<file path="src/rtl/sort_pkg.sv">
// -----------------------------------------------------------------------------
// sort_pkg
// Shared definitions for the 8-entry sorter front end.
//   SORT_DW  : sample width in bits (matches the sorter's x1..x8 inputs)
//   SORT_N   : samples per frame
//   state_t  : frame collector FSM state (FILL / HOLD)
//   frame_t  : one assembled frame, element k = k-th sample in arrival order
// -----------------------------------------------------------------------------
package sort_pkg;

  localparam int SORT_DW = 4;
  localparam int SORT_N  = 8;

  // FILL: staging register is collecting samples.
  // HOLD: staging holds a complete frame waiting for the output register.
  typedef enum logic {
    FILL = 1'b0,
    HOLD = 1'b1
  } state_t;

  typedef logic [SORT_N-1:0][SORT_DW-1:0] frame_t;

endpackage

</file>
<file path="src/rtl/sort_frame_collector.sv">
// -----------------------------------------------------------------------------
// sort_frame_collector
// Collects a serial stream of DW-bit samples into N-sample frames for the
// combinational sorter. Double-buffered: a staging register assembles the next
// frame while the output register presents the previous one, so a continuous
// input stream runs at one sample per cycle as long as the consumer keeps up.
//
// Ports
//   clk          in   single clock, rising edge
//   rst_n        in   asynchronous active-low reset
//   in_valid     in   upstream sample valid
//   in_ready     out  collector can take a sample this cycle
//   in_data      in   sample value [DW-1:0]
//   in_flush     in   discard the partially assembled frame (FILL only)
//   frame_valid  out  complete frame present on frame_data
//   frame_ready  in   consumer takes the frame
//   frame_data   out  packed frame [N*DW-1:0]; sample k at [k*DW +: DW]
//   frame_cnt    out  frames handed off, wraps modulo 256
//
// Handshakes: a beat moves on a rising edge where valid && ready are both 1.
// A valid source holds its payload stable until that edge; ready never
// depends on the same interface's valid (in_ready is a function of the FSM
// state and in_flush only).
// The FSM state is kept in state_q so checkers can bind to it directly.
// -----------------------------------------------------------------------------
import sort_pkg::*;

module sort_frame_collector #(
  parameter int DW = SORT_DW,
  parameter int N  = SORT_N
) (
  input  logic            clk,
  input  logic            rst_n,
  input  logic            in_valid,
  output logic            in_ready,
  input  logic [DW-1:0]   in_data,
  input  logic            in_flush,
  output logic            frame_valid,
  input  logic            frame_ready,
  output logic [N*DW-1:0] frame_data,
  output logic [7:0]      frame_cnt
);

  localparam int            IW       = (N > 1) ? $clog2(N) : 1;
  localparam logic [IW-1:0] LAST_IDX = IW'(N - 1);

  state_t                state_q;
  state_t                state_d;
  logic [IW-1:0]         wr_idx_q;
  logic [N-1:0][DW-1:0]  staging_q;
  logic [N-1:0][DW-1:0]  merged;
  logic [N*DW-1:0]       frame_q;
  logic                  frame_valid_q;
  logic [7:0]            frame_cnt_q;

  logic accept;
  logic xfer;
  logic slot_free;
  logic last_sample;
  logic load_fill;
  logic load_hold;
  logic load;

  assign in_ready    = (state_q == FILL) && !in_flush;
  assign accept      = in_valid && in_ready;
  assign xfer        = frame_valid_q && frame_ready;
  // Output register can take a new frame this edge if it is empty or is
  // being emptied on the same edge.
  assign slot_free   = !frame_valid_q || frame_ready;
  assign last_sample = (wr_idx_q == LAST_IDX);

  // Last sample bypasses staging straight into the output register.
  assign load_fill = accept && last_sample && slot_free;
  // HOLD always has frame_valid_q=1, so frame_ready alone means a transfer.
  assign load_hold = (state_q == HOLD) && frame_ready;
  assign load      = load_fill || load_hold;

  // Staging contents with the incoming sample dropped into its slot.
  always_comb begin
    merged           = staging_q;
    merged[wr_idx_q] = in_data;
  end

  // FSM: state register
  always_ff @(posedge clk or negedge rst_n) begin
    if (!rst_n) begin
      state_q <= FILL;
    end else begin
      state_q <= state_d;
    end
  end

  // FSM: next state
  always_comb begin
    state_d = state_q;
    case (state_q)
      FILL: begin
        if (accept && last_sample && !slot_free) begin
          state_d = HOLD;
        end
      end
      HOLD: begin
        if (frame_ready) begin
          state_d = FILL;
        end
      end
      default: state_d = FILL;
    endcase
  end

  // Staging side: write index and sample storage.
  always_ff @(posedge clk or negedge rst_n) begin
    if (!rst_n) begin
      wr_idx_q  <= '0;
      staging_q <= '0;
    end else if (state_q == FILL) begin
      if (in_flush) begin
        wr_idx_q <= '0;
      end else if (accept) begin
        staging_q[wr_idx_q] <= in_data;
        // Index restarts after the last sample whether the frame goes to the
        // output now or waits in HOLD; HOLD takes no input either way.
        wr_idx_q <= last_sample ? '0 : wr_idx_q + IW'(1);
      end
    end
  end

  // Output side: frame register, valid flag and hand-off counter.
  always_ff @(posedge clk or negedge rst_n) begin
    if (!rst_n) begin
      frame_q       <= '0;
      frame_valid_q <= 1'b0;
      frame_cnt_q   <= '0;
    end else begin
      if (load_fill) begin
        frame_q <= merged;
      end else if (load_hold) begin
        frame_q <= staging_q;
      end

      // A new frame loading on a transfer edge keeps valid high.
      if (load) begin
        frame_valid_q <= 1'b1;
      end else if (xfer) begin
        frame_valid_q <= 1'b0;
      end

      if (xfer) begin
        frame_cnt_q <= frame_cnt_q + 8'd1;
      end
    end
  end

  assign frame_valid = frame_valid_q;
  assign frame_data  = frame_q;
  assign frame_cnt   = frame_cnt_q;

endmodule

</file>
<file path="config.mk">
export PLATFORM = sky130hd
export DESIGN_NAME = sort_frame_collector
export DESIGN_NICKNAME = d
export VERILOG_FILES = /design/src/rtl/sort_pkg.sv /design/src/rtl/sort_frame_collector.sv
export SDC_FILE = /design/constraint.sdc
export NUM_CORES = 1
export LEC_CHECK = 0
export ABC_AREA = 1
export ABC_CLOCK_PERIOD_IN_PS = 2900
export CORE_MARGIN = 8
export CORE_UTILIZATION = 25
export CTS_CLUSTER_SIZE = 10
export DETAILED_ROUTE_END_ITERATION = 7
export DONT_BUFFER_PORTS = 1
export PLACE_DENSITY = 0.36
export SLEW_MARGIN = 20
export SYNTH_ARGS = -nofsm -noshare
export SYNTH_HDL_FRONTEND = slang
export SYNTH_SLANG_ARGS = --single-unit
</file>
<file path="constraint.sdc">
create_clock -name clk -period 2.9 [get_ports clk]
set_input_delay 0.435 -clock clk [delete_from_list [all_inputs] [get_ports clk]]
set_output_delay 0.435 -clock clk [all_outputs]
set_load 0.02 [all_outputs]
</file>
==> run_summary.xml <==
<?xml version="1.0" encoding="UTF-8"?>
<metrics>
  <group name="setup_path">
    <metric name="worst_path_largest_cell_delay" unit="ns">0.60</metric>
    <metric name="timing.critical_path.to_type" unit="">flop</metric>
    <metric name="startpoint_type" unit="">flop</metric>
    <metric name="critPathKind" unit="">reg -&gt; reg</metric>
    <metric name="worstPathBufferInverterCount" unit="">1</metric>
    <metric name="rr_endpoint" unit="">frame_data[7]</metric>
    <metric name="reg2reg_depth" unit="">7</metric>
    <metric name="path_cells" unit="">ha_1 -&gt; ha_1 -&gt; nand4_4 -&gt; buf_12 -&gt; nand2_1 -&gt; nand2_1 -&gt; nand2_1</metric>
    <metric name="regToRegStartpoint" unit="">wr_idx_q[1]</metric>
    <metric name="crit_path_max_fanout" unit="">31</metric>
    <metric name="worst_setup_path_startpoint" unit="">wr_idx_q[1]</metric>
    <metric name="critical_path_arrival" unit="ns">2.54</metric>
    <metric name="worstPathRequired" unit="ns">3.18</metric>
    <metric name="critPathMostFrequentCell" unit="">sky130_fd_sc_hd__nand2_1</metric>
    <metric name="critical-path-top-delay-family" unit="">simple AND/OR/NAND/NOR gates</metric>
    <metric name="ff2ff_setup_slack" unit="ns">0.64</metric>
    <metric name="crit_slowest_cell" unit="">sky130_fd_sc_hd__dfrtp_1</metric>
  </group>
  <group name="synthesis">
    <metric name="synth.ff_latch_count" unit="">77</metric>
    <metric name="syn-instance-count" unit="">564</metric>
    <metric name="synth_seq_area_share" unit="%">47.3</metric>
    <metric name="synth.area.top_cells" unit="">sky130_fd_sc_hd__dfrtp_1 (47%), sky130_fd_sc_hd__nand2_1 (26%), sky130_fd_sc_hd__nand3_1 (8.4%)</metric>
    <metric name="netlist-cell-type-count" unit="">23</metric>
    <metric name="mappedNetlistArea" unit="sq um">4070</metric>
    <metric name="synthesis.yosys.warnings" unit="">0</metric>
    <metric name="syn_area_per_cell" unit="sq um">7.22</metric>
    <metric name="synth.largest_area_cell" unit="">sky130_fd_sc_hd__dfrtp_1</metric>
    <metric name="top_cell_type_s_share_of_synthesized_area" unit="%">47.3</metric>
    <metric name="synth_fp_nets" unit="">576</metric>
  </group>
  <group name="routing">
    <metric name="drc_errors" unit="">0</metric>
    <metric name="routed_via_density" unit="">4.39</metric>
    <metric name="top_layer" unit="">met4</metric>
    <metric name="dr_wl_met2" unit="mm">5.45</metric>
    <metric name="dr_wl_met3" unit="um">504</metric>
    <metric name="finalWirelength" unit="mm">11.5</metric>
    <metric name="vias" unit="">3405</metric>
    <metric name="wl_met1" unit="mm">5.45</metric>
    <metric name="dr.pass1.iters" unit="">4</metric>
    <metric name="initialDrtViolationCount" unit="">225</metric>
    <metric name="ant_nets" unit="">0</metric>
    <metric name="routedWlPerCell" unit="um">14.8</metric>
  </group>
  <group name="cts">
    <metric name="worst_skew_pair_later_pin_latency" unit="ns">0.34</metric>
    <metric name="cts_post_setup_buffers_inserted" unit="">0</metric>
    <metric name="tritoncts_clock_tree" unit="">yes</metric>
    <metric name="cts_sinks" unit="">77</metric>
    <metric name="clk_path_buf_depth" unit="">2</metric>
    <metric name="cts_buffers" unit="">9</metric>
    <metric name="clk_root_buffer_cell" unit="">sky130_fd_sc_hd__clkbuf_16</metric>
    <metric name="clock_tree.htree_level_count" unit="">3</metric>
    <metric name="clk_pin_slew" unit="ns">0.06</metric>
  </group>
  <group name="sta">
    <metric name="total_count_of_hold_check_failures_in_the_final_report" unit="">5</metric>
    <metric name="final.period_utilization" unit="%">77.9</metric>
    <metric name="setup_tns" unit="ns">0</metric>
    <metric name="period_minus_slack" unit="ns">2.26</metric>
    <metric name="final_max_slew_viol_count" unit="">0</metric>
    <metric name="grt_setup_unrepaired" unit="">no</metric>
    <metric name="fin_skew" unit="ns">0.00443</metric>
    <metric name="achievable-frequency" unit="GHz">0.443</metric>
    <metric name="fin_worst_hold_slack" unit="ns">-0.0220</metric>
    <metric name="setup_viol_count_final" unit="">0</metric>
    <metric name="slew_headroom" unit="%">55.1</metric>
    <metric name="timing_worst_slew_pin_value" unit="ns">0.673</metric>
    <metric name="postLayoutSetupSlackWorst" unit="ns">0.641</metric>
  </group>
  <group name="grt">
    <metric name="wire_length_of_the_first_global_routing_pass" unit="mm">18.9</metric>
    <metric name="grt_start_max_net_pins" unit="">78</metric>
    <metric name="first_global_vias" unit="">3293</metric>
    <metric name="overflow" unit="">0</metric>
    <metric name="grt_antenna_before_repair" unit="">0</metric>
    <metric name="grt.total_usage" unit="%">12.0</metric>
  </group>
  <group name="pwr">
    <metric name="cellLeakagePower" unit="uW">0.00237</metric>
    <metric name="totalPowerFinal" unit="uW">2610</metric>
    <metric name="pwr_density_cell" unit="nW/um^2">576</metric>
    <metric name="ir_drop" unit="uV">295</metric>
  </group>
  <group name="placement">
    <metric name="dpl.hpwl" unit="mm">7.07</metric>
    <metric name="gp_congestion" unit="">0.692</metric>
    <metric name="count_of_buffers_inserted_at_the_top_level_ports" unit="">0</metric>
    <metric name="placed_cell_area" unit="sq um">4250</metric>
    <metric name="placement_setup_slack" unit="ns">0.622</metric>
  </group>
  <group name="status">
    <metric name="violations" unit="">hold timing</metric>
    <metric name="result_of_the_run" unit="">complete, but fails checks</metric>
  </group>
  <group name="layout">
    <metric name="most_frequent_standard_cell_in_the_layout_excluding_fill_and_tap_cells" unit="">sky130_fd_sc_hd__nand2_1</metric>
    <metric name="area.growth.synth_to_final" unit="%">11.4</metric>
    <metric name="layout_common_cells" unit="">sky130_fd_sc_hd__nand2_1 (277), sky130_fd_sc_hd__dfrtp_1 (77), sky130_fd_sc_hd__nand3_1 (68)</metric>
    <metric name="design_area" unit="sq um">4540</metric>
    <metric name="share_of_layout_cells_above_drive_strength_1" unit="%">5.89</metric>
    <metric name="num-nets-final" unit="">568</metric>
    <metric name="antenna-diode-count" unit="">0</metric>
  </group>
  <group name="die">
    <metric name="die-height" unit="um">144</metric>
    <metric name="design.die.area" unit="sq um">20600</metric>
    <metric name="start_util" unit="%">25.6</metric>
    <metric name="placementRows" unit="">46</metric>
    <metric name="core" unit="sq um">15900</metric>
    <metric name="chipWidth" unit="um">144</metric>
    <metric name="design.portCount" unit="">51</metric>
  </group>
  <group name="flow_run">
    <metric name="maxCapViolations" unit="">0</metric>
  </group>
  <group name="worst_hold_path">
    <metric name="hp-class" unit="">in -&gt; async</metric>
  </group>
</metrics>
## sequential cells by signal, summed over array words and instances, names as in the netlist
register,count
frame_data,32
wr_idx_q,3
staging_q,32
state_q,1
frame_cnt,8
frame_valid,1
## worst max path at each step
stage	to	slack, ns	depth (start not counted)
2_1_floorplan	frame_data[4]	1.41	8
3_3_place_gp	frame_data[13]	0.69	6
3_5_place_dp	frame_data[7]	0.62	7
4_1_cts	frame_data[7]	0.60	7
5_1_grt	frame_data[31]	0.41	6
6_report	frame_data[7]	0.64	7
## worst register-to-register path: cells and delay by family (launching register included)
kind	cells	cell delay (ns)
adder cells (fa/ha/maj)	2	0.51
buffers and inverters	1	0.37
flip-flops	1	0.60
AND/OR/NAND/NOR	4	0.71
## per-layer routing
metal / vias up / track usage, %
met5: - / 0
li1: 1749 / -
met3: 9 / 3.38
met2: 51 / 19.2
met4: 0 / 4.15
met1: 1596 / 15.3
## timing repair
action                                  CTS  global route
resized for setup                         0             0
endpoints found under the setup margin    0             0
endpoints found under the hold margin    77             0
hold buffers                              1             0
## area by class of cell
type,instances,area [sq um]
Timing Repair Buffer,8,92.6
Clock buffer,13,250
Clock inverter,2,10.0
Inverter,47,176
Tap cell,216,270
Sequential cell,77,1930
Multi-Input combinational cell,413,1810
Fill cell,1759,11300
## through the flow
stage | hold WS, ns | cells | utilization [%]
final | -0.0220 | 776 | 28.6
after global routing | 0.00306 | 776 | 28.6
after CTS | 0.0106 | 776 | 28.6
after detailed placement | 0.142 | 760 | 26.7
after global placement | 0.142 | 760 | 26.7
after floorplan | 0.139 | 564 | -
## report_power, final
group          internal, uW  total [uW]  switching (uW)
sequential             1170        1260            85.1
combinational           108         316             208
clock                   596        1040             442
total                  1880        2610             736
## Yosys cell counts, drive strengths merged
library cell and number:
o31ai 1, dfrtp 77, nand2 280, clkbuf 5
inv 46, clkinv 1, ha 3, buf 22
xor2 1, nand4 8, nand3 69, xnor2 3
nor2 11, o21ai 37
## cells by family after synthesis
group,after synthesis,synth area share [%]
DFF,77,47.3
AOI/OAI and AO/OA,38,4.73
xor gates and xnor gates,4,0.860
and+or+nand+nor,368,37.9
adders and majority gates,3,0.921
buffers and inverters,74,8.32
Note: power is estimated with default switching activity, not from simulation.
